--- src/rtl/fmap_pkg.sv ---
// Shared types and constants for the feature-map read path.
// Beat layout and FSM encoding used by fmap_reader and its bench.
package fmap_pkg;

  localparam int FMAP_ADDR_W = 8;
  localparam int FMAP_DATA_W = 16;
  localparam int FMAP_DEPTH  = 196;
  localparam int FMAP_BANKS  = 16;

  typedef logic [FMAP_DATA_W-1:0] fmap_word_t;

  typedef struct packed {
    logic [FMAP_BANKS*FMAP_DATA_W-1:0] data;
    logic [FMAP_ADDR_W-1:0]            idx;
    logic                              last;
  } fmap_beat_t;

  typedef enum logic {
    ST_IDLE = 1'b0,
    ST_RUN  = 1'b1
  } fmap_state_e;

endpackage

--- src/rtl/fmap_skid_fifo.sv ---
// Two-entry synchronous skid FIFO holding captured SRAM beats.
// Head is presented combinationally and stays put until popped.
module fmap_skid_fifo #(
  parameter int WIDTH = 8
) (
  input  logic             clk,
  input  logic             rst_n,
  input  logic             push,
  input  logic [WIDTH-1:0] push_data,
  input  logic             pop,
  output logic [WIDTH-1:0] head,
  output logic [1:0]       count
);

  logic [WIDTH-1:0] mem [2];
  logic             wr_ptr;
  logic             rd_ptr;
  logic             do_pop;
  logic             do_push;

  assign do_pop  = pop & (count != 2'd0);
  assign do_push = push & ((count != 2'd2) | do_pop);
  assign head    = mem[rd_ptr];

  always_ff @(posedge clk) begin
    if (!rst_n) begin
      mem[0] <= '0;
      mem[1] <= '0;
      wr_ptr <= 1'b0;
      rd_ptr <= 1'b0;
      count  <= 2'd0;
    end else begin
      if (do_push) begin
        mem[wr_ptr] <= push_data;
        wr_ptr      <= ~wr_ptr;
      end
      if (do_pop)
        rd_ptr <= ~rd_ptr;
      count <= count + {1'b0, do_push} - {1'b0, do_pop};
    end
  end

endmodule

--- src/rtl/fmap_reader.sv ---
// Scans all bank addresses once per start and streams 16-lane words
// downstream, hiding the 1-cycle SRAM latency behind a skid FIFO.
module fmap_reader
  import fmap_pkg::*;
#(
  parameter int ADDR_WIDTH = FMAP_ADDR_W,
  parameter int DATA_WIDTH = FMAP_DATA_W,
  parameter int DEPTH      = FMAP_DEPTH,
  parameter int NUM_BANKS  = FMAP_BANKS
) (
  input  logic                            clk,
  input  logic                            rst_n,
  input  logic                            start,
  output logic                            busy,
  output logic                            done,
  output logic [ADDR_WIDTH-1:0]           rd_addr,
  input  logic [NUM_BANKS*DATA_WIDTH-1:0] rd_data,
  output logic                            out_valid,
  input  logic                            out_ready,
  output logic [NUM_BANKS*DATA_WIDTH-1:0] out_data,
  output logic [ADDR_WIDTH-1:0]           out_idx,
  output logic                            out_last
);

  localparam int DW = NUM_BANKS * DATA_WIDTH;
  localparam int BW = DW + ADDR_WIDTH + 1;
  localparam logic [ADDR_WIDTH-1:0] LAST_ADDR = ADDR_WIDTH'(DEPTH - 1);
  localparam logic [ADDR_WIDTH:0]   DEPTH_CNT = (ADDR_WIDTH + 1)'(DEPTH);

  typedef struct packed {
    logic [DW-1:0]         data;
    logic [ADDR_WIDTH-1:0] idx;
    logic                  last;
  } beat_t;

  fmap_state_e           state;
  fmap_state_e           state_nxt;
  logic                  issue;
  logic                  pop;
  logic                  fin;
  logic                  inflight;
  logic [ADDR_WIDTH:0]   issue_cnt;
  logic [ADDR_WIDTH-1:0] tag;
  logic [1:0]            fifo_count;
  logic [2:0]            occ;
  beat_t                 cap;
  beat_t                 head;

  assign out_valid = fifo_count != 2'd0;
  assign pop       = out_valid & out_ready;
  assign fin       = pop & head.last;
  // Occupancy the FIFO will see once the in-flight read lands.
  assign occ = {1'b0, fifo_count} + {2'b0, inflight} - {2'b0, pop};

  always_ff @(posedge clk) begin
    if (!rst_n)
      state <= ST_IDLE;
    else
      state <= state_nxt;
  end

  always_comb begin
    state_nxt = state;
    unique case (state)
      ST_IDLE: if (start) state_nxt = ST_RUN;
      ST_RUN:  if (fin)   state_nxt = ST_IDLE;
      default:            state_nxt = ST_IDLE;
    endcase
  end

  always_comb begin
    busy  = 1'b0;
    issue = 1'b0;
    unique case (state)
      ST_RUN: begin
        busy  = 1'b1;
        issue = (issue_cnt < DEPTH_CNT) && (occ < 3'd2);
      end
      default: ;
    endcase
  end

  always_ff @(posedge clk) begin
    if (!rst_n) begin
      rd_addr   <= '0;
      issue_cnt <= '0;
      inflight  <= 1'b0;
      tag       <= '0;
      done      <= 1'b0;
    end else begin
      done     <= (state == ST_RUN) & fin;
      inflight <= issue;
      if (issue) begin
        tag       <= rd_addr;
        issue_cnt <= issue_cnt + 1'b1;
        if (rd_addr != LAST_ADDR)
          rd_addr <= rd_addr + 1'b1;
      end
      if (state_nxt == ST_IDLE) begin
        rd_addr   <= '0;
        issue_cnt <= '0;
      end
    end
  end

  assign cap.data = rd_data;
  assign cap.idx  = tag;
  assign cap.last = tag == LAST_ADDR;

  fmap_skid_fifo #(
    .WIDTH(BW)
  ) u_fifo (
    .clk      (clk),
    .rst_n    (rst_n),
    .push     (inflight),
    .push_data(cap),
    .pop      (pop),
    .head     (head),
    .count    (fifo_count)
  );

  assign out_data = head.data;
  assign out_idx  = head.idx;
  assign out_last = head.last;

endmodule

--- config.mk ---
export PLATFORM = sky130hd
export DESIGN_NAME = fmap_reader
export DESIGN_NICKNAME = d
export VERILOG_FILES = /design/src/rtl/fmap_pkg.sv /design/src/rtl/fmap_skid_fifo.sv /design/src/rtl/fmap_reader.sv
export SDC_FILE = /design/constraint.sdc
export NUM_CORES = 1
export LEC_CHECK = 0
export ABC_AREA = 0
export ABC_CLOCK_PERIOD_IN_PS = 25600
export CORE_ASPECT_RATIO = 2
export CORE_UTILIZATION = 25
export DETAILED_ROUTE_END_ITERATION = 6
export PLACE_DENSITY = 0.51
export SETUP_SLACK_MARGIN = 0.1
export SYNTH_ARGS = -nofsm -noshare
export SYNTH_HDL_FRONTEND = slang
export SYNTH_HIERARCHICAL = 1
export SYNTH_SLANG_ARGS = --single-unit
--- constraint.sdc ---
create_clock -name clk -period 25.6 [get_ports clk]
set_input_delay 3.84 -clock clk [delete_from_list [all_inputs] [get_ports clk]]
set_output_delay 3.84 -clock clk [all_outputs]
set_load 0.01 [all_outputs]
Yosys cells after proc, flatten, opt, wreduce, memory -nomap -nowiden
Memory sizes are Yosys's and may differ from the RTL's. A register that Yosys moved wholly into a read port is not among the register bits.
Cells that the tools add are included.

storage, ports and cells
  flip-flop bits (word level) = 32
  bits in writable memories = 530
  input port bits = 260
  output and inout bits = 276
  logic and storage cells = 49
  memories = 1

memories
  memory      depth  width  read ports  clocked after memory_dff  write ports  line                  text
  u_fifo.mem  2      265    1           1                         2            fmap_skid_fifo.sv:15  logic [WIDTH-1:0] mem [2];

operators by class
  add/subtract/negate cells = 6
  order comparisons = 2
  equality and inequality tests = 3
  mux-type cells = 14
  bitwise gates (word level) = 9
  reductions and logical operators = 5

operators with widths
  cell                                                 count
  two-way mux 265 bit                                  1
  OR reduction 265 bit                                 1
  two-way mux 1 bit                                    12
  adder 9 x 1 -> 9 bit (second input constant)         1
  < comparator 9 x 8 -> 1 bit (second input constant)  1
  adder 8 x 1 -> 8 bit (second input constant)         1
  == test 8 bit (second input constant)                1
  != test 8 bit (second input constant)                1
  bitwise AND 1 bit                                    5
  AND reduction 2 bit                                  2
  adder 2 x 1 -> 3 bit                                 1
  < comparator 3 x 2 -> 1 bit (second input constant)  1
  NOT 1 bit                                            3
  subtractor 3 x 1 -> 3 bit                            1
  adder 2 x 1 -> 2 bit                                 1
  != test 2 bit (second input constant)                1
  one-hot mux 1 bit (2 select lines)                   1
  nonzero test 2 bit                                   1
  subtractor 2 x 1 -> 2 bit                            1
  logical AND 1 bit                                    1
  OR 1 bit                                             1

Depth between registers and ports, before layout
  depth after elaboration = 10
  gate-level depth with buffers = 11
  gate-level depth less buffers = 11

Hierarchy
Netlist, hierarchy kept.

modules (own cells, without submodules)
  module          instances  cells each  area an instance (um^2)  sequential area each (um^2)
  fmap_skid_fifo  1          1438        23231.0                  16015.4
  fmap_reader     1          137         1238.7                   560.5

Worst setup path after synthesis
Ideal clock, no wire load.

  path type = input -> register
  start point = input port out_ready
  end point = memory u_fifo/mem[0][0] (netlist name) (enable)
  library setup time = 1257 ps
  data arrival time = 22619 ps
  required time = 24343 ps
  path slack = 1724 ps
  cell stages on the path = 5
  buffers on the path = 0
  path through = nand2_1 inv_1 or3b_1 nand2_1 o21ai_0

RTL lines
  what             line                  text
  start, declared  fmap_reader.sv:19     input logic out_ready,
  end, declared    fmap_skid_fifo.sv:15

==> run summary <==
==================================================================================
Run status                                                            complete, no violations
Number of sinks on the clock net                                               563
H-Tree Depth                                                                     2
Net count, final                                                              2351
Filler Cells Inserted                                                         9618
Slowest stage cell, crit path                                         sky130_fd_sc_hd__buf_4
Delay-heaviest family, CP                                             buffers and inverters
Arrival time worst endpoint                                                3740 ps
Synthesis warning total                                                          6
Combinational share of power                                                 13.3%
CTS buffer count                                                                53
Power per cell area                                                    66.9 nW/µm²
Internal                                                                 0.00168 W
Violation count after the first detailed-routing iteration                     511
Relative area change from synthesis to final layout                          32.5%
Maximum clock path buffer count                                                  3
Switching power                                                         0.000493 W
Type of element capturing the critical path                             output pin
Non-Filler Instances                                                          3363
Setup violation total in the final timing report                                 0
Fin Clk Skew                                                               44.1 ps
Remaining DRCs                                                                   0
Maximum number of pins on one net before global-route repair                   139
Relative slew margins                                                        25.5%
I/O pin cnt                                                                    536
Hold/Removal Path Class                                               flip-flop to flip-flop
Cell count of the worst reg-to-reg path                                          8
Top fanout value on the critical path                                           76
Buffers & Inverters on Critical Path                                             2
Worst setup path category                                             flip-flop to output pin
Switching share of power                                                     22.7%
Width of the chip                                                           223 µm
Post-cts hold buffer count                                                       0
Multi-input combinational cell area                                       7110 µm²
Final max-slew violation count                                                   0
Final hold violation count                                                       0
Number of instances in the synthesized netlist                                1575
Final weighted congestion in routability-driven placement                    0.744
Min cycle time layout                                                      7580 ps
Synthesized cell area                                                    24500 µm²
Sequential cell area                                                     16600 µm²
Cell Rows                                                                      162
Clk Tree Root Cell                                                    sky130_fd_sc_hd__clkbuf_16
Timing-limited maximum frequency                                           132 MHz
Leak pwr                                                                   11.7 nW
Placeable Area                                                           97300 µm²
Pin slew with the least headroom to its limit                              1120 ps
# resized after CTS                                                              0
Hold slack final                                                            453 ps
Detailed-route via count                                                     14.3k
Synthesized Nets                                                              1840
Post-Route WL                                                             65400 µm
Commonest cells after routing, fill and taps aside                    sky130_fd_sc_hd__and2_1 (535), sky130_fd_sc_hd__clkdlybuf4s50_1 (535), sky130_fd_sc_hd__edfxtp_1 (530)
Number of library cell types mapped by synthesis                                42
Number of max-capacitance violations reported                                    0
Floorplan die area                                                       99200 µm²
Antenna violations before repair                                                16
Final worst-path cycle share                                                 29.6%
Initial Util                                                                 25.2%
Die span in y                                                               444 µm
Delay of the slowest cell on the worst path                                1010 ps
Proportion of synthesized chip area in sequential cells                      67.7%
Startpoint of the most critical hold path                             issue_cnt[8]$_SDFFE_PN0P_
CP Data Required Time                                                     21760 ps
Startpoint Class                                                         flip-flop
Average via count per standard cell                                           4.25
Average instance area after synthesis                                     15.5 µm²
Share of final-layout standard cells stronger than drive strength 1          16.7%
Worst hold stages                                                                1
Power share of the sequential group                                          50.2%
GRT Overall Usage                                                            13.0%
TNS Setup                                                                     0 ps
Clock Latency Late Sink                                                     630 ps
Cell count after placement                                                    3261
First-pass detailed-route iteration total                                        4
Crit Reg-Reg Endpoint                                                 u_fifo/mem[0][66]$_SDFFCE_PN0P_
Residual antenna-violating net count after detailed routing                      0
Source of the worst register-to-register timing path                  u_fifo/count[1]$_SDFF_PN0_
Setup repair after global routing missed its margin                             no
TritonCTS clock tree                                                           yes
Number of port buffers                                                         535
Clock slew at reported path FFs                                              70 ps
Number of flip-flops and latches in the synthesized netlist                    563
Average detailed-routed wire length per instance                           19.5 µm
Cells traversed along the worst timing path                           buf_4 > mux2_2 > clkdlybuf4s50_1
Postcts setup bufs                                                               0
Estimated wirelength of the detail-placed design                          41400 µm
Global route total overflow                                                      0
Peak ir drop on the vdd network                                          0.0504 mV
Endpoint of the worst hold path                                       issue_cnt[8]$_SDFFE_PN0P_
First-pass GRT wire length                                                96900 µm
Number of global-route vias before repair                                    15.1k
Final cell utilization of the core                                           33.3%
Setup slack on the worst flop-to-flop path                                21330 ps
Clock power frac                                                             36.5%
==================================================================================
-- routing by layer --
layer / vias up / track usage (%) / wire [µm]
met5: - / 0 / 115
met4: 18 / 4.58 / 1560
met3: 87 / 4.76 / 5650
li1: 6654 / - / -
met2: 445 / 22.8 / 33000
met1: 7072 / 14.1 / 25100
-- registers in the layout, summed over array words and instances (netlist names), named ones only --
name	flops
state	1
issue_cnt	9
tag	8
u_fifo/wr_ptr	1
inflight	1
u_fifo/count	2
u_fifo/rd_ptr	1
u_fifo/mem	530
rd_addr	8
done	1
-- synthesized netlist by cell type --
cell type / count / area share, %
sky130_fd_sc_hd__xnor2_1: 4 / 0.14
sky130_fd_sc_hd__nor4_2: 1 / 0.051
sky130_fd_sc_hd__nand2_1: 13 / 0.20
sky130_fd_sc_hd__o2111a_1: 1 / 0.046
sky130_fd_sc_hd__o31ai_1: 4 / 0.12
sky130_fd_sc_hd__nor4_1: 2 / 0.051
sky130_fd_sc_hd__o21ai_0: 11 / 0.22
sky130_fd_sc_hd__dfxtp_1: 33 / 2.7
sky130_fd_sc_hd__or3b_1: 1 / 0.036
sky130_fd_sc_hd__buf_6: 55 / 2.5
sky130_fd_sc_hd__buf_2: 23 / 0.47
sky130_fd_sc_hd__a21o_1: 1 / 0.031
sky130_fd_sc_hd__or4_1: 3 / 0.092
sky130_fd_sc_hd__o2111ai_1: 1 / 0.036
sky130_fd_sc_hd__nor2b_1: 4 / 0.10
sky130_fd_sc_hd__o211ai_2: 1 / 0.051
sky130_fd_sc_hd__clkbuf_1: 15 / 0.23
sky130_fd_sc_hd__nand4_1: 1 / 0.026
sky130_fd_sc_hd__nor2_1: 13 / 0.20
sky130_fd_sc_hd__or2_2: 2 / 0.051
sky130_fd_sc_hd__nor4b_1: 1 / 0.036
sky130_fd_sc_hd__nand3_1: 4 / 0.082
sky130_fd_sc_hd__edfxtp_1: 530 / 65
sky130_fd_sc_hd__and4b_1: 1 / 0.041
sky130_fd_sc_hd__nand2b_1: 1 / 0.026
sky130_fd_sc_hd__clkinv_1: 1 / 0.015
sky130_fd_sc_hd__and3b_1: 1 / 0.036
sky130_fd_sc_hd__a21oi_1: 11 / 0.22
sky130_fd_sc_hd__inv_1: 4 / 0.061
sky130_fd_sc_hd__ha_1: 4 / 0.20
sky130_fd_sc_hd__and4_1: 2 / 0.072
sky130_fd_sc_hd__a2111o_1: 1 / 0.046
sky130_fd_sc_hd__o211ai_1: 1 / 0.031
sky130_fd_sc_hd__fa_1: 1 / 0.082
sky130_fd_sc_hd__xor2_1: 1 / 0.036
sky130_fd_sc_hd__mux2_2: 265 / 12
sky130_fd_sc_hd__mux2i_1: 9 / 0.37
sky130_fd_sc_hd__o21a_1: 2 / 0.061
sky130_fd_sc_hd__and2_1: 535 / 14
sky130_fd_sc_hd__buf_1: 1 / 0.015
sky130_fd_sc_hd__and3_1: 2 / 0.051
sky130_fd_sc_hd__or3_1: 8 / 0.20
-- worst reg2reg max path: stages (launching register included) --
cell and delay (ps):
sky130_fd_sc_hd__dfxtp_1 520, sky130_fd_sc_hd__or2_2 190, sky130_fd_sc_hd__nand2_1 80, sky130_fd_sc_hd__inv_1 110, sky130_fd_sc_hd__or3b_1 150, sky130_fd_sc_hd__and4b_4 760
sky130_fd_sc_hd__buf_4 830, sky130_fd_sc_hd__buf_4 1140, sky130_fd_sc_hd__and2_1 310
-- power by group through the flow --
stage          logic [W]  clock network (W)  registers, W
6_report        0.000288           0.000793       0.00109
5_1_grt         0.000309           0.000855       0.00110
4_1_cts         0.000296           0.000828       0.00109
3_5_place_dp    0.000294                  0       0.00111
3_3_place_gp    0.000292                  0       0.00111
2_1_floorplan   0.000127                  0       0.00114
-- stage by stage --
step / area [µm²] / power [W] / setup WS [ps]
global placement: 30700 / 0.00140 / 17510
CTS: 32400 / 0.00221 / 17850
global route: 32400 / 0.00226 / 17760
detailed placement: 30700 / 0.00140 / 17530
finish: 32400 / 0.00217 / 18020
floorplan: 24500 / 0.00127 / 1720
-- kinds of logic (layout without fill, tap and decap cells) --
logic type,Yosys count,in the layout,synth area share [%]
AND/OR/NAND/NOR,595,595,15.0
flip-flops,563,563,67.7
multiplexers,274,274,12.6
buffers and inverters,99,652,3.32
AO/OA/AOI/OAI,34,34,0.874
adder cells (fa/ha/maj),5,5,0.286
XOR/XNOR,5,5,0.179
other,0,5,0
-- how the worst max path moves through the flow --
| stage | cells after the start | start | endpoint | slack, ps |
|---|---|---|---|---|
| 2_1_floorplan | 5 | out_ready | u_fifo/mem[0][0]$_SDFFCE_PN0P_ | 1720 |
| 3_3_place_gp | 8 | out_ready | u_fifo/mem[1][171]$_SDFFCE_PN0P_ | 17510 |
| 3_5_place_dp | 8 | out_ready | u_fifo/mem[1][158]$_SDFFCE_PN0P_ | 17530 |
| 4_1_cts | 3 | flip-flop | out_data[191] | 17850 |
| 5_1_grt | 3 | flip-flop | out_data[191] | 17760 |
| 6_report | 3 | flip-flop | out_data[191] | 18020 |
-- layout make-up --
class	count	share of cell area, %
Antenna cell	5	0.0386
Sequential cell	563	51.1
Clock inverter	26	0.857
Timing Repair Buffer	550	16.9
Inverter	5	0.0579
Multi-Input combinational cell	913	21.9
Tap cell	1230	4.75
Clock buffer	71	4.36
Note: power is estimated with default switching activity, not from simulation.
